==> config.mk <==
export PLATFORM = sky130hd
export DESIGN_NAME = uart_rx
export DESIGN_NICKNAME = d
export VERILOG_FILES = /design/src/rtl/uart_pkg.sv /design/src/rtl/uart_sync.sv /design/src/rtl/uart_rx.sv
export SDC_FILE = /design/constraint.sdc
export NUM_CORES = 1
export LEC_CHECK = 0
export CORE_ASPECT_RATIO = 1.1
export CORE_MARGIN = 5
export CORE_UTILIZATION = 45
export DETAILED_ROUTE_END_ITERATION = 10
export PLACE_DENSITY = 0.61
export SLEW_MARGIN = 20
export SYNTH_ARGS = -nofsm -noshare
export SYNTH_HDL_FRONTEND = slang
export SYNTH_HIERARCHICAL = 1
export SYNTH_SLANG_ARGS = --single-unit
==> constraint.sdc <==
create_clock -name clk_i -period 4.9 [get_ports clk_i]
set_input_delay 0.98 -clock clk_i [delete_from_list [all_inputs] [get_ports clk_i]]
set_output_delay 0.98 -clock clk_i [all_outputs]
set_load 0.02 [all_outputs]
==> src/rtl/uart_pkg.sv <==
// rtl/uart_pkg.sv - shared UART constants and receiver state type; UART_RX_PARITY_EN adds the PARITY state
package uart_pkg;

    localparam int CLKS_PER_BIT_DEFAULT = 16;
    localparam int DATA_BITS_DEFAULT    = 8;

`ifdef UART_RX_PARITY_EN
    typedef enum logic [2:0] {IDLE, START, DATA, PARITY, STOP, WAIT_HIGH} rx_state_t;
`else
    typedef enum logic [2:0] {IDLE, START, DATA, STOP, WAIT_HIGH} rx_state_t;
`endif

endpackage

==> src/rtl/uart_sync.sv <==
// rtl/uart_sync.sv - two-flop synchronizer with a parameterised reset value
module uart_sync #(
    parameter logic RESET_VAL = 1'b1
) (
    input  logic clk_i,
    input  logic rst_i,
    input  logic d,
    output logic q
);

    logic meta;

    always_ff @(posedge clk_i) begin
        if (rst_i) begin
            meta <= RESET_VAL;
            q    <= RESET_VAL;
        end else begin
            meta <= d;
            q    <= meta;
        end
    end

endmodule

==> src/rtl/uart_rx.sv <==
// rtl/uart_rx.sv - UART receiver with valid/ready output; UART_RX_PARITY_EN adds an even-parity bit and parity_err_o
import uart_pkg::*;

module uart_rx #(
    parameter int CLKS_PER_BIT = CLKS_PER_BIT_DEFAULT,
    parameter int DATA_BITS    = DATA_BITS_DEFAULT
) (
    input  logic                 clk_i,
    input  logic                 rst_i,
    input  logic                 uart_rx_i,
    output logic [DATA_BITS-1:0] data_o,
    output logic                 valid_o,
    input  logic                 ready_i,
    output logic                 frame_err_o,
    output logic                 overrun_err_o
`ifdef UART_RX_PARITY_EN
    ,
    output logic                 parity_err_o
`endif
);

    localparam int             BCW       = $clog2(DATA_BITS + 1);
    localparam logic [15:0]    HALF_LAST = 16'(CLKS_PER_BIT / 2 - 1);
    localparam logic [15:0]    BIT_LAST  = 16'(CLKS_PER_BIT - 1);
    localparam logic [BCW-1:0] DATA_LAST = BCW'(DATA_BITS - 1);

    logic                 rxs;
    logic                 rxs_q;
    rx_state_t            state;
    logic [15:0]          cnt;
    logic [BCW-1:0]       bit_cnt;
    logic [DATA_BITS-1:0] shift;
    logic                 byte_done;
`ifdef UART_RX_PARITY_EN
    logic                 par_bit;
`endif

    uart_sync #(.RESET_VAL(1'b1)) u_sync (
        .clk_i (clk_i),
        .rst_i (rst_i),
        .d     (uart_rx_i),
        .q     (rxs)
    );

    // A frame is delivered only on a high mid-stop sample (and matching parity when enabled).
    always_comb begin
        byte_done = 1'b0;
        if (state == STOP && cnt == BIT_LAST && rxs) begin
`ifdef UART_RX_PARITY_EN
            byte_done = ((^shift) == par_bit);
`else
            byte_done = 1'b1;
`endif
        end
    end

    always_ff @(posedge clk_i) begin
        if (rst_i) begin
            state         <= IDLE;
            rxs_q         <= 1'b1;
            cnt           <= '0;
            bit_cnt       <= '0;
            shift         <= '0;
            data_o        <= '0;
            valid_o       <= 1'b0;
            frame_err_o   <= 1'b0;
            overrun_err_o <= 1'b0;
`ifdef UART_RX_PARITY_EN
            par_bit       <= 1'b0;
            parity_err_o  <= 1'b0;
`endif
        end else begin
            rxs_q         <= rxs;
            frame_err_o   <= 1'b0;
            overrun_err_o <= 1'b0;
`ifdef UART_RX_PARITY_EN
            parity_err_o  <= 1'b0;
`endif
            case (state)
                IDLE: begin
                    if (rxs_q && !rxs) begin
                        state   <= START;
                        cnt     <= '0;
                        bit_cnt <= '0;
                    end
                end
                START: begin
                    if (cnt == HALF_LAST) begin
                        cnt   <= '0;
                        state <= rxs ? IDLE : DATA;
                    end else begin
                        cnt <= cnt + 16'd1;
                    end
                end
                DATA: begin
                    if (cnt == BIT_LAST) begin
                        cnt     <= '0;
                        shift   <= {rxs, shift[DATA_BITS-1:1]};
                        bit_cnt <= bit_cnt + 1'b1;
                        if (bit_cnt == DATA_LAST) begin
`ifdef UART_RX_PARITY_EN
                            state <= PARITY;
`else
                            state <= STOP;
`endif
                        end
                    end else begin
                        cnt <= cnt + 16'd1;
                    end
                end
`ifdef UART_RX_PARITY_EN
                PARITY: begin
                    if (cnt == BIT_LAST) begin
                        cnt     <= '0;
                        par_bit <= rxs;
                        state   <= STOP;
                    end else begin
                        cnt <= cnt + 16'd1;
                    end
                end
`endif
                STOP: begin
                    if (cnt == BIT_LAST) begin
                        cnt <= '0;
                        if (rxs) begin
                            state <= IDLE;
`ifdef UART_RX_PARITY_EN
                            if ((^shift) != par_bit) parity_err_o <= 1'b1;
`endif
                        end else begin
                            frame_err_o <= 1'b1;
                            state       <= WAIT_HIGH;
                        end
                    end else begin
                        cnt <= cnt + 16'd1;
                    end
                end
                WAIT_HIGH: begin
                    if (rxs) state <= IDLE;
                end
                default: state <= IDLE;
            endcase

            // A completed byte may replace the held one only when it is being consumed this cycle.
            if (byte_done) begin
                if (!valid_o || ready_i) begin
                    data_o  <= shift;
                    valid_o <= 1'b1;
                end else begin
                    overrun_err_o <= 1'b1;
                end
            end else if (valid_o && ready_i) begin
                valid_o <= 1'b0;
            end
        end
    end

endmodule

==> results of run 1 <==
[flip-flops by register name (all words and copies together), names as in the netlist]
signal,cells
data_o,8
u_sync/meta,1
frame_err_o,1
valid_o,1
bit_cnt,4
cnt,16
u_sync/q,1
rxs_q,1
state,3
shift,8
overrun_err_o,1
[path summary, 6_finish.rpt]
kind | slack (ns) | from | cells after the start | endpoint
worst max-delay path | 2.48 | rst_i | 4 | cnt[6]$_SDFFE_PP0P_
worst min-delay path | 0.41 | u_sync/meta$_SDFF_PP1_ | 1 | u_sync/q$_SDFF_PP1_
worst max register to register | 2.74 | state[1]$_SDFFE_PP0P_ | 5 | cnt[6]$_SDFFE_PP0P_
worst min register to register | 0.41 | u_sync/meta$_SDFF_PP1_ | 1 | u_sync/q$_SDFF_PP1_
[cells in the mapped netlist (2+ instances only)]
library cell,instances,area share (%)
a21oi_1,11,2.6
a311oi_1,3,1.2
a31oi_1,3,0.87
a32o_1,2,0.93
and3_1,4,1.2
buf_2,2,0.47
clkbuf_1,8,1.4
dfxtp_1,45,42
ha_1,2,1.2
inv_1,5,0.87
mux2i_1,17,7.9
nand2_1,17,3.0
nand2b_1,3,0.87
nand3_1,10,2.3
nand4_1,12,3.5
nor2_1,31,5.4
nor3_1,5,1.2
nor4_1,4,1.2
nor4_4,3,3.0
o21ai_0,7,1.6
o21ai_1,9,2.1
o221ai_1,2,0.82
or2_1,2,0.58
or2_2,3,0.87
or3_1,5,1.5
or4_1,3,1.0
xnor2_1,2,0.82
[layer usage]
metal,vias up,wire length [µm],track usage (%)
li1,928,-,-
met1,846,2360,25.4
met2,18,2010,23.2
met3,6,164,4.12
met4,0,56,4.72
met5,-,0,0
[cell usage in the layout (no fill, tap or decap), types with 4 or more instances in the layout]
| cell type | instances |
|---|---|
| a21oi_1 | 11 |
| and3_1 | 4 |
| clkbuf_8 | 5 |
| clkdlybuf4s50_1 | 14 |
| dfxtp_1 | 45 |
| inv_1 | 5 |
| mux2i_1 | 17 |
| nand2_1 | 17 |
| nand3_1 | 10 |
| nand4_1 | 12 |
| nor2_1 | 31 |
| nor3_1 | 5 |
| nor4_1 | 4 |
| o21ai_0 | 7 |
| o21ai_1 | 9 |
| or3_1 | 5 |
[worst register-to-register path: stages (launching register included)]
cell and delay, ns:
dfxtp_1 0.57, nor2_1 0.19, nor2_1 0.35, o21ai_1 0.32, or4_1 0.53, o311ai_0 0.09
[stage by stage]
stage,total power [W],hold slack [ns],worst slack (ns),cells,cell area (µm²)
finish,0.000802,0.413,2.48,312,2430
CTS,0.000806,0.416,2.48,312,2430
detailed placement,0.000523,0.395,2.18,304,2320
floorplan,0.000487,0.385,2.89,243,2150
global route,0.000838,0.453,2.38,312,2430
global placement,0.000525,0.396,2.17,304,2320
[power by group through the flow]
stage                     combinational, W  clock, W  sequential (W)
final                             0.000130  0.000285        0.000388
after global routing              0.000143  0.000304        0.000390
after CTS                         0.000128  0.000291        0.000387
after detailed placement          0.000127         0        0.000396
after global placement            0.000129         0        0.000396
after floorplan                   0.000101         0        0.000386
[final cells by class]
type | instances | area, µm² | share of cell area (%)
clock inverter | 2 | 38.8 | 1.59
sequential | 45 | 901 | 37.0
clock buffer | 6 | 72.6 | 2.98
tap | 56 | 70.1 | 2.88
inverter | 5 | 18.8 | 0.772
timing repair buffer | 16 | 155 | 6.38
multi-input combinational | 182 | 1180 | 48.4
[logic make-up after synthesis]
family | Yosys count | share of synthesized area (%)
and+or+nand+nor | 111 | 29.8
AOI/OAI and AO/OA | 49 | 14.7
adders and majority gates | 2 | 1.17
xor gates and xnor gates | 3 | 1.22
DFF | 45 | 42.0
muxes | 17 | 7.93
buffers and inverters | 16 | 3.26
==> impl_metrics.py, run 1 <==
metrics = {
    "logic_synthesis": {
        "syn_nets": 249,
        "synthCells": 243,
        "async_flop_share_pct": 0,
        "synth_seq_area_share_pct": 42.0,
        "synthFlopType": "dfxtp_1",
        "synth_seq_cells": 45,
        "netlist_area_um2": 2150,
        "yosysWarnings": 6,
        "synth_edf_count": 0,
        "synth_cell_types": 50,
        "synth_area_per_cell_um2": 8.84,
    },
    "setup_path": {
        "cp_top_family": "buffers and inverters",
        "worstPathCellList": "clkdlybuf4s50_1, buf_4, or4_1, o311ai_0",
        "worst-path-buf-inv": 2,
        "end_kind": "flop",
        "slowest_stage": "clkdlybuf4s50_1",
        "critPathLaunchType": "input pin",
        "cpPeakStageDelay_ns": 0.65,
        "arrival_ns": 2.61,
        "crit_required_ns": 5.09,
        "criticalPathCategory": "in2reg",
        "cp_max_fo": 33,
    },
    "finish": {
        "area_growth_pct": 13.3,
        "n_fill_cell": 457,
        "layout-drive-gt1-share_pct": 7.81,
        "postLayoutCoreUtil_pct": 52.3,
        "diodes": 0,
        "nNetsFinal": 261,
    },
    "global_route": {
        "track_usage_pct": 16.7,
        "grt_max_degree": 34,
        "first_global_vias": 1646,
        "antenna_found_initial": 0,
        "grt_pass1_wl_um": 8060,
        "overflow": 0,
    },
    "clocking": {
        "clk_latency_ns": 0.30,
        "clk_pin_slew_ns": 0.08,
        "root_buffer": "clkbuf_8",
        "numCtsBuffers": 5,
        "htreeDepth": 2,
        "cts_resized": 0,
        "cts_tree": "built",
        "cts_setup_buffers": 0,
        "clockBufferDepth": 2,
        "hold_buffers": 0,
        "cts_num_sinks": 45,
    },
    "floorplan": {
        "core-area_um2": 4650,
        "die_h_um": 82.4,
        "row_count": 26,
        "pin_count": 15,
        "dieArea_um2": 6250,
        "initial_core_util_pct": 46.2,
        "dieWidth_um": 75.9,
    },
    "timing": {
        "min_period_over_period_pct": 49.5,
        "skew_ns": 0.0122,
        "rsz0062_at_grt": "false",
        "min_period_ns": 2.42,
        "slew_headroom_pct": 62.4,
        "setup_tns_ns": 0,
        "slew_violations": 0,
        "maxClockFrequency_mhz": 413,
        "setup_violations": 0,
        "hold_viol": 0,
        "tightest_slew_ns": 0.560,
    },
    "outcome": {
        "status": "finished, final reports clean",
    },
    "power_and_ir_drop": {
        "power_frac_clock_pct": 35.5,
        "cellPowerDensity_nw_per_um2": 330,
        "switching_share_pct": 29.6,
        "power_frac_seq_pct": 48.4,
        "combPwrFrac_pct": 16.2,
        "p_leak_nw": 0.769,
        "vdd_drop_max_mv": 0.184,
        "switching_power_w": 0.000237,
        "p_int_w": 0.000565,
    },
    "job": {
        "maxCapViolCount": 0,
    },
    "routing": {
        "via_per_inst": 5.76,
        "drc": 0,
        "drtAntennaViolNets": 0,
        "drt-initial-drc-count": 145,
        "num_vias": 1798,
        "drt-total-wl_um": 4580,
        "wl_per_cell_um": 14.7,
        "drtPass1Iterations": 4,
    },
    "placed_design": {
        "port_buffers": 14,
        "gp_routability_congestion": 0.767,
        "hpwlAfterDp_um": 3120,
    },
    "worst_hold_path": {
        "min-delay-path-class": "reg2reg",
    },
}
No activity file was read; power rests on OpenSTA's default activity.
==> run 2, diff against run 1 <==
- clock period: 4.9 -> 2.4 ns (I/O delays scaled with it)
==> run 2 against run 1 <==
Combinational power up 130%. Sequential share of layout area down 0.53 points. Critical path type is now reg2reg. Largest power group unchanged. Final area up 1.4%. Largest cell class unchanged. Register-to-register slack worse by 2.4 ns. Critical path depth up 2. Non-clock buffer count up 7. Highest routed layer unchanged. Clock skew down 0.0086 ns.
==> impl_metrics.py, run 2 (synthesis gave the netlist of run 1 again) <==
metrics = {
    "timing": {
        "skew_ns": 0.00367,
        "maxClockFrequency_mhz": 481,
        "min_period_ns": 2.08,
        "slew_violations": 0,
        "setup_tns_ns": 0,
        "hold_viol": 0,
        "min_period_over_period_pct": 86.5,
        "rsz0062_at_grt": "false",
        "setup_violations": 0,
        "fin_ws_ns": 0.323,
        "slew_headroom_pct": 64.7,
        "hold_slack_ns": 0.424,
        "tightest_slew_ns": 0.525,
    },
    "routing": {
        "via_per_inst": 5.83,
        "drt-total-wl_um": 4790,
        "drtPass1Iterations": 4,
        "wl_per_cell_um": 15.0,
        "drc": 0,
        "drtAntennaViolNets": 0,
        "num_vias": 1860,
        "drt-initial-drc-count": 118,
    },
    "setup_path": {
        "cpPeakStageDelay_ns": 0.47,
        "crit_required_ns": 2.60,
        "rr_startpoint": "cnt[0]$_SDFFE_PP0P_",
        "arrival_ns": 2.28,
        "cp_top_family": "simple AND/OR/NAND/NOR gates",
        "critPathLaunchType": "flop",
        "reg2reg_slack_ns": 0.32,
        "cp_max_fo": 8,
        "cp_num_cells": 6,
        "slowest_stage": "nor3_4",
        "worst-r2r-cell-count": 6,
        "worstPathCellList": "ha_1, and3_1, nand4_2, nor3_4, mux2i_1, nor2_1",
        "rr_endpoint": "shift[1]$_SDFFE_PP0P_",
        "end_kind": "flop",
        "worst-path-buf-inv": 0,
        "criticalPathCategory": "reg2reg",
    },
    "clocking": {
        "clk_latency_ns": 0.30,
        "htreeDepth": 2,
        "cts_num_sinks": 45,
        "numCtsBuffers": 5,
        "cts_setup_buffers": 0,
        "hold_buffers": 0,
        "cts_tree": "built",
        "clk_pin_slew_ns": 0.09,
        "clockBufferDepth": 2,
        "root_buffer": "clkbuf_8",
        "cts_resized": 0,
    },
    "global_route": {
        "overflow": 0,
        "grt_max_degree": 17,
        "antenna_found_initial": 0,
        "grt_pass1_wl_um": 8340,
        "track_usage_pct": 17.3,
        "first_global_vias": 1732,
    },
    "placed_design": {
        "pre_cts_slack_ns": 0.319,
        "dp_cells": 311,
        "hpwlAfterDp_um": 3420,
        "gp_routability_congestion": 0.791,
        "place_area_um2": 2370,
        "port_buffers": 14,
    },
    "finish": {
        "final_cell_mix": "45 x dfxtp_1, 31 x nor2_1, 17 x mux2i_1, 17 x nand2_1, 14 x clkdlybuf4s50_1",
        "n_fill_cell": 448,
        "largest_reg_flops": 16,
        "largest_register": "cnt",
        "fin_area_um2": 2470,
        "diodes": 0,
        "nNetsFinal": 268,
        "fin_cells": 319,
        "layout-drive-gt1-share_pct": 10.6,
        "area_growth_pct": 14.9,
        "reg_top3": "cnt (16), data_o (8), shift (8)",
        "final_common_cell": "dfxtp_1",
    },
    "floorplan": {
        "dieWidth_um": 75.9,
        "dieArea_um2": 6250,
        "pin_count": 15,
        "initial_core_util_pct": 46.2,
        "core-area_um2": 4650,
        "die_h_um": 82.4,
        "row_count": 26,
    },
    "worst_hold_path": {
        "whs_path_depth": 1,
        "worstHoldStart": "u_sync/meta$_SDFF_PP1_",
        "min_to": "u_sync/q$_SDFF_PP1_",
        "min-delay-path-class": "reg2reg",
    },
    "job": {
        "maxCapViolCount": 0,
    },
    "power_and_ir_drop": {
        "cellPowerDensity_nw_per_um2": 646,
        "vdd_drop_max_mv": 0.460,
        "p_leak_nw": 0.793,
    },
    "outcome": {
        "status": "finished, final reports clean",
    },
}
[run 2: worst max-delay path by stage]
stage                        startpoint               endpoint
detailed placement  cnt[0]$_SDFFE_PP0P_  shift[1]$_SDFFE_PP0P_
global placement                  rst_i    cnt[5]$_SDFFE_PP0P_
CTS                 cnt[0]$_SDFFE_PP0P_  shift[1]$_SDFFE_PP0P_
global route        cnt[0]$_SDFFE_PP0P_  shift[1]$_SDFFE_PP0P_
floorplan           cnt[0]$_SDFFE_PP0P_  shift[0]$_SDFFE_PP0P_
finish              cnt[0]$_SDFFE_PP0P_  shift[1]$_SDFFE_PP0P_
[run 2: power breakdown]
group | internal (W) | switching [W] | total [W]
Sequential | 0.000762 | 0.0000311 | 0.000794
Clock | 0.000213 | 0.000288 | 0.000500
Combinational | 0.000105 | 0.000196 | 0.000300
Total | 0.00108 | 0.000515 | 0.00159
[run 2: metrics by stage]
stage	utilization [%]	power, W
after floorplan	-	0.000993
after global placement	51.0	0.00111
after detailed placement	51.0	0.00111
after CTS	53.0	0.00161
after global routing	53.0	0.00169
final	53.0	0.00159
[run 2: cell type report]
cell class	instances	area [µm²]	area share, %
flip-flops and latches	45	901	36.5
inverters	5	18.8	0.761
clock buffers	5	68.8	2.79
repair buffers	23	208	8.42
multi-input cells	182	1180	47.7
well taps	56	70.1	2.84
clock inverters	3	25.0	1.01
[run 2: routing by layer]
layer | global-route usage (%) | up-vias | part of all wire (%)
met1 | 23.6 | 884 | 49
met3 | 4.24 | 7 | 3.7
met5 | 0 | - | 0
met4 | 5.07 | 0 | 1.1
li1 | - | 940 | -
met2 | 26.7 | 29 | 46
==> run 3, diff against run 2 <==
- CELL_PAD_IN_SITES_DETAIL_PLACEMENT: default -> 1
- CELL_PAD_IN_SITES_GLOBAL_PLACEMENT: default -> 1
- CORE_UTILIZATION: 45 -> 44
- PLACE_DENSITY: 0.61 -> 0.75
==> run 3 against run 2 <==
Largest cell class unchanged. Critical path depth did not move. Via count rose by 1.6%. Core utilization fell by 0.61 points. Clock power rose by 4.6%. Setup slack got worse by 0.12 ns. Die area rose by 2.0%. Worst hold slack barely moved. Count of clock-buffer cells in the layout did not move. Register-to-register slack got worse by 0.12 ns. Sequential power fell by 2%. Clock skew rose by 0.0024 ns. Critical path type unchanged. Highest routed layer unchanged. First-iteration DRC count fell by 20%.
==> impl_metrics.py, run 3 (synthesis gave the netlist of run 1 again) <==
metrics = {
    "outcome": {
        "status": "finished, final reports clean",
    },
    "setup_path": {
        "slowest_stage": "nor3_4",
        "worstPathCellList": "ha_1, and3_1, nand4_2, nor3_4, mux2i_1, nor2_1",
        "critPathLaunchType": "flop",
        "cpPeakStageDelay_ns": 0.50,
        "rr_endpoint": "shift[7]$_SDFFE_PP0P_",
        "criticalPathCategory": "reg2reg",
        "cp_top_family": "simple AND/OR/NAND/NOR gates",
        "arrival_ns": 2.39,
        "worst-r2r-cell-count": 6,
        "worst-path-buf-inv": 0,
        "reg2reg_slack_ns": 0.21,
        "rr_startpoint": "cnt[0]$_SDFFE_PP0P_",
        "crit_required_ns": 2.60,
        "end_kind": "flop",
        "cp_max_fo": 8,
    },
    "routing": {
        "drt-initial-drc-count": 94,
        "drt-total-wl_um": 5290,
        "num_vias": 1889,
        "drtAntennaViolNets": 0,
        "via_per_inst": 5.96,
        "wl_per_cell_um": 16.7,
        "wl_met1_um": 2610,
        "top_layer": "met4",
        "dr_wl_met2_um": 2510,
        "routed-wl-met3_um": 95,
        "drtPass1Iterations": 4,
        "drc": 0,
    },
    "job": {
        "maxCapViolCount": 0,
    },
    "clocking": {
        "cts_num_sinks": 45,
        "htreeDepth": 2,
        "clk_latency_ns": 0.31,
        "numCtsBuffers": 5,
        "clockBufferDepth": 2,
        "cts_setup_buffers": 0,
        "cts_resized": 0,
        "hold_buffers": 0,
        "clk_pin_slew_ns": 0.10,
        "root_buffer": "clkbuf_8",
        "cts_tree": "built",
    },
    "power_and_ir_drop": {
        "vdd_drop_max_mv": 0.331,
        "combPwrFrac_pct": 20.0,
        "p_leak_nw": 0.790,
        "p_int_w": 0.00109,
        "switching_share_pct": 33.1,
        "power_frac_seq_pct": 47.8,
        "power_frac_clock_pct": 32.2,
        "cellPowerDensity_nw_per_um2": 662,
        "switching_power_w": 0.000538,
    },
    "timing": {
        "hold_viol": 0,
        "rsz0062_at_grt": "false",
        "setup_violations": 0,
        "skew_ns": 0.00605,
        "min_period_over_period_pct": 91.4,
        "tightest_slew_ns": 0.553,
        "setup_tns_ns": 0,
        "slew_violations": 0,
        "maxClockFrequency_mhz": 456,
        "min_period_ns": 2.19,
        "slew_headroom_pct": 62.9,
    },
    "finish": {
        "fin_cells": 317,
        "diodes": 0,
        "largest_register": "cnt",
        "final_common_cell": "dfxtp_1",
        "nNetsFinal": 266,
        "layout-drive-gt1-share_pct": 9.96,
        "area_growth_pct": 14.4,
        "reg_top3": "cnt (16), data_o (8), shift (8)",
        "largest_reg_flops": 16,
        "final_cell_mix": "45 x dfxtp_1, 31 x nor2_1, 17 x mux2i_1, 17 x nand2_1, 14 x clkdlybuf4s50_1",
    },
    "placed_design": {
        "hpwlAfterDp_um": 3740,
        "gp_routability_congestion": 0.754,
        "port_buffers": 14,
        "dp_cells": 309,
    },
    "floorplan": {
        "dieArea_um2": 6380,
        "pin_count": 15,
        "row_count": 26,
        "core-area_um2": 4680,
        "initial_core_util_pct": 45.8,
        "die_h_um": 83.3,
        "dieWidth_um": 76.6,
    },
    "worst_hold_path": {
        "whs_path_depth": 1,
        "min-delay-path-class": "reg2reg",
        "min_to": "u_sync/q$_SDFF_PP1_",
        "worstHoldStart": "u_sync/meta$_SDFF_PP1_",
    },
    "global_route": {
        "grt_max_degree": 29,
        "grt_pass1_wl_um": 9360,
        "track_usage_pct": 17.4,
        "antenna_found_initial": 0,
        "first_global_vias": 1929,
        "overflow": 0,
    },
}
-- run 3: layout make-up --
class,count,area [µm²]
multi-input cells,182,1180
inverters,5,18.8
clock buffers,5,68.8
flip-flops and latches,45,901
clock inverters,3,28.8
fillers,565,2230
repair buffers,21,193
well taps,56,70.1
-- run 3: worst max path at each step --
stage / from / endpoint / cells after the start
floorplan: cnt[0]$_SDFFE_PP0P_ / shift[0]$_SDFFE_PP0P_ / 6
global placement: cnt[0]$_SDFFE_PP0P_ / shift[3]$_SDFFE_PP0P_ / 6
detailed placement: cnt[0]$_SDFFE_PP0P_ / shift[7]$_SDFFE_PP0P_ / 6
CTS: cnt[0]$_SDFFE_PP0P_ / shift[7]$_SDFFE_PP0P_ / 6
global route: cnt[0]$_SDFFE_PP0P_ / shift[2]$_SDFFE_PP0P_ / 6
finish: cnt[0]$_SDFFE_PP0P_ / shift[7]$_SDFFE_PP0P_ / 6
-- run 3: worst reg2reg max path: cells and delay by family (launching register included) --
kind | cells | cell delay (ns)
DFF | 1 | 0.40
muxes | 1 | 0.27
and+or+nand+nor | 4 | 1.09
adders and majority gates | 1 | 0.33
-- run 3: power by group through the flow --
stage               Clock [W]  Combinational [W]  Sequential [W]
CTS                  0.000538           0.000326        0.000777
detailed placement          0           0.000321        0.000794
global route         0.000574           0.000357        0.000780
finish               0.000523           0.000325        0.000777
global placement            0           0.000322        0.000793
floorplan                   0           0.000205        0.000788
-- run 3: routing by layer --
metal  global-route usage (%)  vias up
li1                         -      938
met1                     22.9      929
met2                     28.4       16
met3                     3.46        6
met4                     5.41        0
met5                        0        -
-- run 3: per-stage QoR --
step                utilization, %  cell area (µm²)  total power, W  worst slack [ns]  hold WS, ns
floorplan                        -             2150        0.000993             0.572        0.385
global placement              50.3             2360         0.00112             0.277        0.390
detailed placement            50.3             2360         0.00112             0.218        0.407
CTS                           52.4             2460         0.00164             0.189        0.426
global route                  52.4             2460         0.00171            0.0129        0.434
finish                        52.4             2460         0.00163             0.206        0.424
